**src/rtl/tiny_alu.sv**
```systemverilog
// tiny_alu: start/done responder ALU. Operands and opcode are latched on the
// capture edge. Single-cycle ops finish one edge later; MUL runs through a
// capture -> product -> result pipeline whose length is set by MUL_LAT.
//
// state     | meaning
// ----------+------------------------------------------------------------
// S_IDLE    | armed, waiting for start
// S_MUL_STG | multiply in flight, down-counter running to terminal count
// S_DONE    | result loads and done pulses on the edge leaving this state
// S_REARM   | waiting for start to be sampled low before re-arming
module tiny_alu #(
  parameter int OP_W    = 8,
  parameter int MUL_LAT = 3
) (
  input  logic              clk,
  input  logic              reset,
  input  logic [OP_W-1:0]   A,
  input  logic [OP_W-1:0]   B,
  input  logic [2:0]        opcode,
  input  logic              start,
  output logic              done,
  output logic [2*OP_W-1:0] result,
  output logic              busy
);

  localparam int RW = 2 * OP_W;

  localparam logic [2:0] OP_NOP = 3'd0;
  localparam logic [2:0] OP_ADD = 3'd1;
  localparam logic [2:0] OP_SUB = 3'd2;
  localparam logic [2:0] OP_NOT = 3'd3;
  localparam logic [2:0] OP_AND = 3'd4;
  localparam logic [2:0] OP_MUL = 3'd5;
  localparam logic [2:0] OP_INC = 3'd6;

  // MUL_STG lasts MUL_LAT-1 cycles, so the counter starts at MUL_LAT-2.
  localparam logic [1:0] CNT_INIT = 2'(MUL_LAT - 2);

  typedef enum logic [1:0] {
    S_IDLE,
    S_MUL_STG,
    S_DONE,
    S_REARM
  } state_t;

  state_t          state, state_n;
  logic [OP_W-1:0] a_q, b_q;
  logic [2:0]      op_q;
  logic [1:0]      cnt;
  logic [RW-1:0]   prod_q;
  logic [RW-1:0]   a_ext, b_ext;
  logic [RW-1:0]   alu_res;
  logic            capture;
  logic            load;

  // State register.
  always_ff @(posedge clk or posedge reset) begin
    if (reset) state <= S_IDLE;
    else       state <= state_n;
  end

  // Next-state decode.
  always_comb begin
    state_n = state;
    case (state)
      S_IDLE:    if (start) state_n = (opcode == OP_MUL) ? S_MUL_STG : S_DONE;
      S_MUL_STG: if (cnt == 2'd0) state_n = S_DONE;
      S_DONE:    state_n = S_REARM;
      S_REARM:   if (!start) state_n = S_IDLE;
      default:   state_n = S_IDLE;
    endcase
  end

  // FSM-derived controls; busy comes straight off the state register.
  always_comb begin
    busy    = (state != S_IDLE);
    capture = (state == S_IDLE) && start;
    load    = (state == S_DONE);
  end

  // Operand/opcode capture; later input changes cannot reach the command.
  always_ff @(posedge clk or posedge reset) begin
    if (reset) begin
      a_q  <= '0;
      b_q  <= '0;
      op_q <= OP_NOP;
    end else if (capture) begin
      a_q  <= A;
      b_q  <= B;
      op_q <= opcode;
    end
  end

  // MUL latency down-counter, loaded on capture, held at terminal count.
  always_ff @(posedge clk or posedge reset) begin
    if (reset)                                  cnt <= 2'd0;
    else if (capture)                           cnt <= CNT_INIT;
    else if (state == S_MUL_STG && cnt != 2'd0) cnt <= cnt - 2'd1;
  end

  assign a_ext = {{OP_W{1'b0}}, a_q};
  assign b_ext = {{OP_W{1'b0}}, b_q};

  // Product stage: free-running off the captured operands.
  always_ff @(posedge clk or posedge reset) begin
    if (reset) prod_q <= '0;
    else       prod_q <= a_ext * b_ext;
  end

  // Single-cycle operations; reserved opcode behaves as NOP.
  always_comb begin
    alu_res = '0;
    case (op_q)
      OP_ADD:  alu_res = a_ext + b_ext;
      OP_SUB:  alu_res = a_ext - b_ext;
      OP_NOT:  alu_res = {{OP_W{1'b0}}, ~a_q};
      OP_AND:  alu_res = a_ext & b_ext;
      OP_INC:  alu_res = a_ext + b_ext + RW'(1);
      default: alu_res = '0;
    endcase
  end

  // Completion: result and done update together on the edge leaving S_DONE.
  always_ff @(posedge clk or posedge reset) begin
    if (reset) begin
      done   <= 1'b0;
      result <= '0;
    end else begin
      done <= load;
      if (load) result <= (op_q == OP_MUL) ? prod_q : alu_res;
    end
  end

endmodule

```
**config.mk**
```make
export PLATFORM = sky130hd
export DESIGN_NAME = tiny_alu
export DESIGN_NICKNAME = d
export VERILOG_FILES = /design/src/rtl/tiny_alu.sv
export SDC_FILE = /design/constraint.sdc
export NUM_CORES = 1
export LEC_CHECK = 0
export CAP_MARGIN = 15
export CORE_MARGIN = 2
export CORE_UTILIZATION = 30
export CTS_BUF_LIST = sky130_fd_sc_hd__clkbuf_2 sky130_fd_sc_hd__clkbuf_4 sky130_fd_sc_hd__clkbuf_8
export DETAILED_ROUTE_END_ITERATION = 8
export DONT_BUFFER_PORTS = 1
export HOLD_SLACK_MARGIN = 0.12
export PLACE_DENSITY = 0.51
export SETUP_SLACK_MARGIN = 0.2
export SLEW_MARGIN = 20
export SYNTH_ARGS = -nofsm -noshare
export SYNTH_HDL_FRONTEND = slang
export SYNTH_SLANG_ARGS = --single-unit
export TNS_END_PERCENT = 30
```
**constraint.sdc**
```tcl
create_clock -name clk -period 8.6 [get_ports clk]
set_input_delay 0.86 -clock clk [delete_from_list [all_inputs] [get_ports clk]]
set_output_delay 0.86 -clock clk [all_outputs]
set_load 0.03 [all_outputs]
```
==> qor.tcl <==
set qor(yosys.area.top_type_share_pct) 26.4
set qor(ant_nets) 0
set qor(wl_per_cell_um) 17.1
set qor(post_cts_setup_inserts) 0
set qor(io_pins) 40
set qor(synth_area_per_cell_um2) 9.67
set qor(run_status) {finished clean}
set qor(dieArea_um2) 18700
set qor(clkSlewWorstSetupHoldPaths_ns) 0.11
set qor(cts.root.buffer_cell) {clkbuf_8}
set qor(finalCritPeriodShare_pct) 55.0
set qor(synth.top_cells.by_count) {inv_1 (69), ha_1 (59), dfrtp_1 (56), nor2_1 (45), nand2_1 (42)}
set qor(nFillCells) 1789
set qor(netlist_instances) 548
set qor(post-synth-top-area-cell) {dfrtp_1}
set qor(first_iter_violations) 192
set qor(area.growth.synth_to_final_pct) 6.52
set qor(initial_core_util_pct) 30.6
set qor(postSynth.topFlopCell) {dfrtp_1}
set qor(fin_cells) 772
set qor(yosysUniqueCellTypes) 61
set qor(worstMarginPinSlew_ns) 0.895
set qor(data_arrival_time_of_the_critical_path_ns) 4.96
set qor(timing.final.max_slew_violations) 0
set qor(synth.top_cells.by_area) {dfrtp_1 (26%), fa_1 (14%), ha_1 (14%)}
set qor(fin_tns_setup_ns) 0
set qor(ctsResizeCount) 0
set qor(dp.final_hpwl_um) 10300
set qor(global_route.overflow_total) 0
set qor(fmax_mhz) 211
set qor(htreeDepth) 2
set qor(timing.final.hold_violations) 0
set qor(synth_async_sr_flop_share_pct) 100
set qor(worstPathMaxFanout) 11
set qor(buffer_ports.inserted) 0
set qor(critPathLaunchType) {flop}
set qor(pin_count_of_the_biggest_net_entering_global_routing) 57
set qor(synth-seq-area-share_pct) 26.4
set qor(drc) 0
set qor(drt-pass1-iter-count) 4
set qor(cts_hold_buffers) 0
set qor(finalSetupViolations) 0
set qor(grt_setup_unrepaired) {false}
set qor(core-area_um2) 17300
set qor(synth_enable_flop_cells) 0
set qor(grt_first_pass_wirelength_um) 21700
set qor(vias) 3780
set qor(mappedNetlistArea_um2) 5300
set qor(max_slew_headroom_pct) 40.3
set qor(first_global_vias) 4021
set qor(chip_width_um) 137
set qor(post_drt_via_cell_ratio) 4.90
set qor(finalWirelength_um) 13200
set qor(dp_slack_ns) 3.87
set qor(row_count) 48
set qor(path_class) {reg2reg}
set qor(required_time_worst_endpoint_ns) 8.83
set qor(tritoncts.num_buffers) 5
set qor(final.setup.worst_slack_ns) 3.87
set qor(initial_antenna_violation_count) 2
set qor(post_route_cells_drive_above_1_share_pct) 8.62
set qor(cts-root-to-sink-buffers) 2
set qor(die_y_um) 137
set qor(post-route-min-period_ns) 4.73
set qor(final_wtd_congestion) 0.870
set qor(clock_sink_count) 56
set qor(grt_use_total_pct) 15.2
set qor(synth.net_count) 667
set qor(synth_warnings) 0
set qor(cts_tree) {done}
set qor(final_core_util_pct) 32.6
set qor(nets) 663
set qor(timing.clock.skew_ns) 0.0117
set qor(clock_insertion_delay_worst_skew_ns) 0.33
set qor(place.detailed.instances) 762
set qor(postSynthRegisterBits) 56
set qor(end_kind) {flop}
set qor(timing.max_cap.violations) 0
set qor(worst_min_delay_path_class) {reg2reg}
set qor(synth_most_common_cell) {inv_1}
==> registers in the layout, summed over array words and instances, names as in the netlist <==
signal and cells:
b_q 8, done 1, cnt 2, op_q 3
prod_q 16, result 16, state 2, a_q 8
==> cell usage in the layout, fill, tap and decap left out, drive strengths merged, types with 2 or more instances in the layout <==
| master | n |
|---|---|
| mux2i | 6 |
| nand2 | 42 |
| diode | 2 |
| a21oi | 28 |
| and2 | 38 |
| a211o | 2 |
| mux2 | 21 |
| nand4b | 2 |
| o211ai | 5 |
| dfrtp | 56 |
| o21bai | 2 |
| nand3 | 3 |
| inv | 70 |
| nand3b | 3 |
| a221oi | 3 |
| o221ai | 5 |
| xnor2 | 20 |
| o21a | 7 |
| nor4 | 2 |
| fa | 38 |
| nor2b | 10 |
| a221o | 2 |
| buf | 2 |
| clkbuf | 5 |
| o21ai | 18 |
| a21o | 4 |
| xor2 | 9 |
| nor2 | 45 |
| nor3 | 6 |
| ha | 59 |
| or4 | 2 |
| nand2b | 9 |
| a31oi | 5 |
==> logic make-up (layout without fill, tap and decap cells) <==
kind of cell	count (synthesis)	count (layout)	share of synthesized area, %
other	0	2	0
AND/OR/NAND/NOR	166	166	16.1
buffers and inverters	82	79	6.28
XOR/XNOR	29	29	5.57
multiplexers	27	27	5.60
AO/OA/AOI/OAI	91	91	11.7
adder cells (fa/ha/maj)	97	97	28.3
flip-flops	56	56	26.4
==> per-layer routing <==
layer	GRT usage, %	wire length [um]	up-vias
li1	-	-	1811
met1	19.4	5890	1872
met2	25.9	6540	77
met3	2.74	457	20
met4	5.10	335	0
met5	0	0	-
==> stage by stage <==
stage / hold WS (ns) / instance area (um^2)
2_1_floorplan: 0.481 / 5300
3_3_place_gp: 0.497 / 5520
3_5_place_dp: 0.494 / 5520
4_1_cts: 0.516 / 5640
5_1_grt: 0.531 / 5640
6_report: 0.511 / 5640
==> cell type report <==
class	instances	area [um^2]	area share, %
Inverter	69	259	4.59
Timing Repair Buffer	2	15.0	0.266
Clock buffer	5	68.8	1.22
Tap cell	225	282	4.99
Antenna cell	2	5.00	0.0887
Clock inverter	3	46.3	0.820
Multi-Input combinational cell	410	3570	63.2
Sequential cell	56	1400	24.8
==> final timing paths <==
path,from,endpoint,slack (ns),cells after the start
setup / recovery,a_q[4]$_DFFE_PP0P_,prod_q[14]$_DFF_PP0_,3.87,12
hold / removal,prod_q[13]$_DFF_PP0_,result[13]$_DFFE_PP0P_,0.51,2
setup reg to reg,a_q[4]$_DFFE_PP0P_,prod_q[14]$_DFF_PP0_,3.87,12
hold reg to reg,prod_q[13]$_DFF_PP0_,result[13]$_DFFE_PP0P_,0.51,2
max in group asynchronous,reset,a_q[1]$_DFFE_PP0P_,7.47,2
min in group asynchronous,reset,done$_DFF_PP0_,0.62,2
==> worst max-delay path, stage by stage, from the launching register on <==
cell and delay [ns]:
dfrtp_1 0.51, ha_1 0.34, fa_1 0.57, fa_1 0.47, fa_1 0.56, inv_1 0.06, fa_1 0.53, inv_1 0.04
ha_1 0.24, or4_1 0.55, a41o_1 0.27, o41a_1 0.32, xor2_1 0.15
Power is not shown: default switching activity piles up to over one toggle a cycle in this logic, so the estimate is an artifact.
